`src/rtl/lockstep_tcdm_responder.sv`:
```
// TCDM bank responder for a primary/shadow core pair: round-robin arbitration when
// independent, paired single-issue with divergence detection when running in lockstep.
module lockstep_tcdm_responder #(
  parameter int unsigned ADDR_WIDTH  = 32,
  parameter int unsigned DATA_WIDTH  = 32,
  parameter int unsigned BE_WIDTH    = DATA_WIDTH / 8,
  parameter int unsigned MEM_LATENCY = 1,
  parameter int unsigned TIMEOUT     = 16,
  parameter int unsigned CNT_WIDTH   = 8
) (
  input  logic                  clk_i,
  input  logic                  rst_ni,
  input  logic                  lockstep_mode,
  input  logic                  a_req_i,
  input  logic [ADDR_WIDTH-1:0] a_add_i,
  input  logic                  a_wen_i,
  input  logic [DATA_WIDTH-1:0] a_wdata_i,
  input  logic [BE_WIDTH-1:0]   a_be_i,
  output logic                  a_gnt_o,
  output logic                  a_r_valid_o,
  output logic [DATA_WIDTH-1:0] a_r_rdata_o,
  input  logic                  b_req_i,
  input  logic [ADDR_WIDTH-1:0] b_add_i,
  input  logic                  b_wen_i,
  input  logic [DATA_WIDTH-1:0] b_wdata_i,
  input  logic [BE_WIDTH-1:0]   b_be_i,
  output logic                  b_gnt_o,
  output logic                  b_r_valid_o,
  output logic [DATA_WIDTH-1:0] b_r_rdata_o,
  output logic                  mem_req_o,
  input  logic                  mem_gnt_i,
  output logic [ADDR_WIDTH-1:0] mem_add_o,
  output logic                  mem_wen_o,
  output logic [DATA_WIDTH-1:0] mem_wdata_o,
  output logic [BE_WIDTH-1:0]   mem_be_o,
  input  logic [DATA_WIDTH-1:0] mem_rdata_i,
  output logic                  mismatch_o,
  output logic                  desync_o,
  output logic [CNT_WIDTH-1:0]  mismatch_cnt_o,
  output logic [CNT_WIDTH-1:0]  desync_cnt_o
);

  localparam int unsigned TO_W = $clog2(TIMEOUT + 2);
  localparam logic [TO_W-1:0] TO_LIM  = TO_W'(TIMEOUT);
  localparam logic [TO_W-1:0] TO_HOLD = TO_W'(TIMEOUT + 1);

  typedef enum logic {RR_A = 1'b0, RR_B = 1'b1} rr_e;

  typedef struct packed {
    logic valid;
    logic dest_a;
    logic dest_b;
  } rsp_t;

  rr_e                   rr_q, rr_d;
  logic [TO_W-1:0]       to_q, to_d;
  rsp_t                  pipe_q [MEM_LATENCY];
  rsp_t                  rsp_out;
  logic [DATA_WIDTH-1:0] a_rdata_q, b_rdata_q;
  logic [CNT_WIDTH-1:0]  mm_cnt_q, ds_cnt_q;

  logic req_raw, fwd_a, fwd_b, use_b, desync_raw, xfer, lone, pair_diff;

  assign lone = a_req_i ^ b_req_i;

  // Lone lockstep requests are held back until the timeout counter reaches TIMEOUT;
  // past that the counter parks at TIMEOUT+1 so desync pulses only once per request.
  always_comb begin
    req_raw    = 1'b0;
    fwd_a      = 1'b0;
    fwd_b      = 1'b0;
    desync_raw = 1'b0;
    if (lockstep_mode) begin
      if (a_req_i && b_req_i) begin
        req_raw = 1'b1;
        fwd_a   = 1'b1;
        fwd_b   = 1'b1;
      end else if (lone && (to_q >= TO_LIM)) begin
        req_raw    = 1'b1;
        fwd_a      = a_req_i;
        fwd_b      = b_req_i;
        desync_raw = (to_q == TO_LIM);
      end
    end else begin
      req_raw = a_req_i | b_req_i;
      if (a_req_i && (!b_req_i || (rr_q == RR_A))) begin
        fwd_a = 1'b1;
      end else if (b_req_i) begin
        fwd_b = 1'b1;
      end
    end
  end

  assign use_b       = fwd_b & ~fwd_a;
  assign mem_req_o   = rst_ni & req_raw;
  assign mem_add_o   = use_b ? b_add_i   : a_add_i;
  assign mem_wen_o   = use_b ? b_wen_i   : a_wen_i;
  assign mem_wdata_o = use_b ? b_wdata_i : a_wdata_i;
  assign mem_be_o    = use_b ? b_be_i    : a_be_i;

  assign xfer    = mem_req_o & mem_gnt_i;
  assign a_gnt_o = xfer & fwd_a;
  assign b_gnt_o = xfer & fwd_b;

  assign pair_diff = (a_add_i != b_add_i) || (a_wen_i != b_wen_i) || (a_be_i != b_be_i) ||
                     (!a_wen_i && (a_wdata_i != b_wdata_i));

  assign mismatch_o = xfer & lockstep_mode & fwd_a & fwd_b & pair_diff;
  assign desync_o   = rst_ni & desync_raw;

  always_comb begin
    to_d = '0;
    rr_d = rr_q;
    if (lockstep_mode && lone && !xfer) begin
      to_d = (to_q >= TO_LIM) ? TO_HOLD : to_q + 1'b1;
    end
    if (!lockstep_mode && a_req_i && b_req_i && xfer) begin
      rr_d = (rr_q == RR_A) ? RR_B : RR_A;
    end
  end

  always_ff @(posedge clk_i or negedge rst_ni) begin
    if (!rst_ni) begin
      rr_q     <= RR_A;
      to_q     <= '0;
      mm_cnt_q <= '0;
      ds_cnt_q <= '0;
    end else begin
      rr_q <= rr_d;
      to_q <= to_d;
      if (mismatch_o && (mm_cnt_q != '1)) mm_cnt_q <= mm_cnt_q + 1'b1;
      if (desync_o && (ds_cnt_q != '1))   ds_cnt_q <= ds_cnt_q + 1'b1;
    end
  end

  assign mismatch_cnt_o = mm_cnt_q;
  assign desync_cnt_o   = ds_cnt_q;

  always_ff @(posedge clk_i or negedge rst_ni) begin
    if (!rst_ni) begin
      for (int unsigned k = 0; k < MEM_LATENCY; k++) pipe_q[k] <= '0;
    end else begin
      pipe_q[0] <= rsp_t'{valid: xfer, dest_a: a_gnt_o, dest_b: b_gnt_o};
      for (int unsigned k = 1; k < MEM_LATENCY; k++) pipe_q[k] <= pipe_q[k-1];
    end
  end

  assign rsp_out     = pipe_q[MEM_LATENCY-1];
  assign a_r_valid_o = rsp_out.valid & rsp_out.dest_a;
  assign b_r_valid_o = rsp_out.valid & rsp_out.dest_b;
  assign a_r_rdata_o = a_r_valid_o ? mem_rdata_i : a_rdata_q;
  assign b_r_rdata_o = b_r_valid_o ? mem_rdata_i : b_rdata_q;

  always_ff @(posedge clk_i or negedge rst_ni) begin
    if (!rst_ni) begin
      a_rdata_q <= '0;
      b_rdata_q <= '0;
    end else begin
      if (a_r_valid_o) a_rdata_q <= mem_rdata_i;
      if (b_r_valid_o) b_rdata_q <= mem_rdata_i;
    end
  end

endmodule

```
`config.mk`:
```
export PLATFORM = sky130hd
export DESIGN_NAME = lockstep_tcdm_responder
export DESIGN_NICKNAME = d
export VERILOG_FILES = /design/src/rtl/lockstep_tcdm_responder.sv
export SDC_FILE = /design/constraint.sdc
export NUM_CORES = 1
export LEC_CHECK = 0
export ABC_AREA = 1
export ABC_CLOCK_PERIOD_IN_PS = 7300
export CAP_MARGIN = 20
export CORE_AREA = 2 2 131 133
export DETAILED_ROUTE_END_ITERATION = 10
export DIE_AREA = 0 0 133 135
export PLACE_DENSITY_LB_ADDON = 0.15
export SYNTH_ARGS = -nofsm -noshare
export SYNTH_HDL_FRONTEND = slang
export SYNTH_SLANG_ARGS = --single-unit
```
`constraint.sdc`:
```
create_clock -name clk_i -period 7.3 [get_ports clk_i]
set_input_delay 1.825 -clock clk_i [delete_from_list [all_inputs] [get_ports clk_i]]
set_output_delay 1.825 -clock clk_i [all_outputs]
set_load 0.01 [all_outputs]
```
==> results by group, run 1 <==
Timing
  • Final worst slack: 0.751 ns
  • Tightest Pin Transition: around 0.86 ns
  • Final hold viol count: 0
  • Final worst path period need: 6.55 ns
  • RSZ-0062 raised after global routing: no
  • Max Fclk: about 150 MHz
  • Clock Skew: ~0.0046 ns
  • Slew HR: 0.428
  • Crit share post-route: 0.897
  • Max-slew violations: 0
  • Fin Setup TNS: 0 ns
  • # setup viols final: 0

Cells and area
  • Share of layout cells above drive strength 1: 0.0733
  • Area of the multi-input gates: 2990 sq um
  • FF+latch area: 2230 sq um
  • N_diodes: 0
  • Final Cell Area: 9540 sq um
  • Fillers: approximately 1.5k
  • Syn-to-layout area delta: 68.0%
  • Nets: 1,214

Power
  • Leak Pwr: roughly 4.6 nW
  • Pwr/cell area: 184 nW/um^2
  • Max VDD drop: 132 uV

Run
  • Max Cap Viol: 0

Worst setup path
  • Crit path kind: in -> out
  • Worst setup SP type: input port
  • Worst stage delay on the critical path: 0.52 ns
  • R2R depth: 7
  • Critical path's slowest cell: clkdlybuf4s50_1
  • WP data required: approximately 5.5 ns
  • Crit. Startpoint: a_req_i
  • WP data arrival: 4.72 ns
  • R2R setup slack: 5.37 ns
  • Setup crit end kind: primary output
  • CP endpoint: mem_wdata_o[28]
  • Max FO, Critical Path: 37
  • Worst r2r dst: mismatch_cnt_o[4]
  • Critical Path, Cell by Cell: clkdlybuf4s50_1, inv_1, ha_1, nand2_1, o21ai_0, nand2_1, o21ai_4, nand2_4, buf_12, mux2_1, clkdlybuf4s50_1
  • Reg2reg start: mismatch_cnt_o[0]

Synth
  • Yosys cell types: 29
  • Synthesis-stage register bit count: between 80 and 90
  • Ys async rst share: 1.00
  • Mapped Area: 5680 sq um
  • Synth area leaders: dfrtp_1, nand2_1, mux2_4
  • Ys Warns: 0
  • Post-synthesis sequential area ratio: 0.392
  • Post-Synthesis Cells: roughly 710
  • Top FF cell, synth: dfrtp_1
  • Avg Cell Area, Syn: just over 8 sq um
  • Most common cell in the netlist: nand2_1
  • Syn Nets: slightly below 900
  • Dominant cell type by area after synthesis: dfrtp_1
  • Synth cell count leaders: nand2_1, inv_1, dfrtp_1, o21ai_0, xnor2_1
  • Synth top area share: 0.392
  • EDFF count, synth: 0

Routing
  • Post-route ant nets: 0
  • DR vias: around 5.5k
  • Final WL: about 19 mm
  • TritonRoute pass-1 iters: 5
  • Drc violations: 0
  • Wire length per cell: 14.8 um
  • Drt initial violations: 214
  • Vias per inst: 4.40

Die
  • Core ar.: approximately 16,000 sq um
  • Die Ht: roughly 140 um
  • Number of cell rows: 47
  • Starting Density: 0.346
  • Chip Width: 133 um
  • Die Area: 18,000 sq um
  • Ports: roughly 330

CTS
  • # hold bufs at CTS: 0
  • CTS tree: yes
  • CTS H-tree depth: 3
  • Resize count post-CTS: 0
  • Sink Count: approximately 90
  • Clk_lat worst skew: about 0.34 ns
  • CTS root buffer: clkbuf_16
  • Cts bufs inserted: 9
  • CTS max path bufs: 2
  • Reg clk slew, reported paths: approximately 0.06 ns
  • Post-CTS Setup Bufs: 0

GRT
  • First-pass GRT wire length: approximately 29 mm
  • Total grt overflow: 0
  • Initial antenna violation count: 0
  • Largest net degree at the start of global routing: 70
  • Total GRT Usage: 0.207
  • Vias in the first global route: about 5.3k

Placement
  • PortBufs: ~330
  • RePlAce Congestion: approximately 0.88
  • Post-DP HPWL: about 15 mm
  • Placed Area: 9200 sq um
  • Worst slack, placed: 0.740 ns

Hold path
  • Worst Hold Class: reg -> reg
  • Critical hold path startpoint: to_q[0]

Run status
  • Status: completed
## final cells by class
class | count | area share
Multi-Input combinational cell | 503 | 0.314
Clock buffer | 9 | 0.0236
Timing Repair Buffer | 338 | 0.356
Tap cell | 220 | 0.0288
Sequential cell | 89 | 0.233
Clock inverter | 7 | 0.00826
Inverter | 91 | 0.0358
## worst max-delay path: cells and delay by family
family                   cells  cell delay, ns
multiplexers                 1            0.36
AND/OR/NAND/NOR              3            0.59
buffers and inverters        4            1.38
AO/OA/AOI/OAI                2            0.21
adder cells (fa/ha/maj)      1            0.33
## through the flow
stage	power (mW)	util	hold WS [ns]	cells
after global placement	1.30	0.561	0.478	1239
after global routing	1.86	0.582	0.514	1257
after CTS	1.78	0.579	0.490	1255
after floorplan	0.889	-	0.448	706
after detailed placement	1.31	0.561	0.482	1239
final	1.76	0.582	0.485	1257
## worst min path at each step
| stage | slack (ns) | depth (start not counted) | to |
|---|---|---|---|
| 4_1_cts | 0.49 | 1 | to_q[0] |
| 6_report | 0.48 | 1 | to_q[0] |
| 3_3_place_gp | 0.48 | 1 | to_q[0] |
| 2_1_floorplan | 0.45 | 1 | to_q[0] |
| 3_5_place_dp | 0.48 | 1 | to_q[0] |
| 5_1_grt | 0.51 | 1 | desync_cnt_o[7] |
## where the power goes
group | leakage (nW) | switching (mW) | internal (mW)
combinational | 3.44 | 0.297 | 0.395
clock | 0.144 | 0.199 | 0.269
sequential | 1.00 | 0.0229 | 0.577
total | 4.58 | 0.519 | 1.24
## registers in the layout, indices dropped and copies added (netlist names)
register / flops
mismatch_cnt_o: 8
rr_q: 1
a_rdata_q: 32
b_rdata_q: 32
desync_cnt_o: 8
pipe_q: 3
to_q: 5
## placed cells by master, fill, tap and decap left out, types with 3 or more instances in the layout
| cell type | count |
|---|---|
| clkdlybuf4s50_1 | 330 |
| nand2_1 | 215 |
| inv_1 | 90 |
| dfrtp_1 | 89 |
| o21ai_0 | 85 |
| xnor2_1 | 44 |
| mux2_4 | 40 |
| nor2_1 | 36 |
| xor2_1 | 20 |
| nand3_1 | 19 |
| nand4_1 | 13 |
| clkbuf_16 | 9 |
| ha_1 | 6 |
| buf_4 | 5 |
| a21oi_1 | 4 |
| nor3_1 | 3 |
| nand2_2 | 3 |
| mux2_1 | 3 |
| buf_12 | 3 |
## cell families (layout without fill, tap and decap cells)
logic type      after synthesis  count (layout)  share of synthesized area
xor+xnor                     64              64                     0.0987
compound gates               94              94                     0.0879
buf+inv                     114             445                     0.0819
simple gates                296             296                      0.215
fa+ha+maj                     6               6                     0.0132
flops                        89              89                      0.392
mux                          43              43                      0.112
## per-layer routing
layer  track usage  up-vias  wire [um]
met5             0        -          0
met1         0.272     2434       8230
met4        0.0645        0        470
met3        0.0552       31       1220
li1              -     2882          -
met2         0.334      187       8710
(Power assumes the default switching activity.)
==> inputs of run 2 (changes only) <==
Settings changed: SKIP_CTS_REPAIR_TIMING set to 1.
==> results of run 2 <==
Final layout, timing and power as in run 1 (identical DEF).
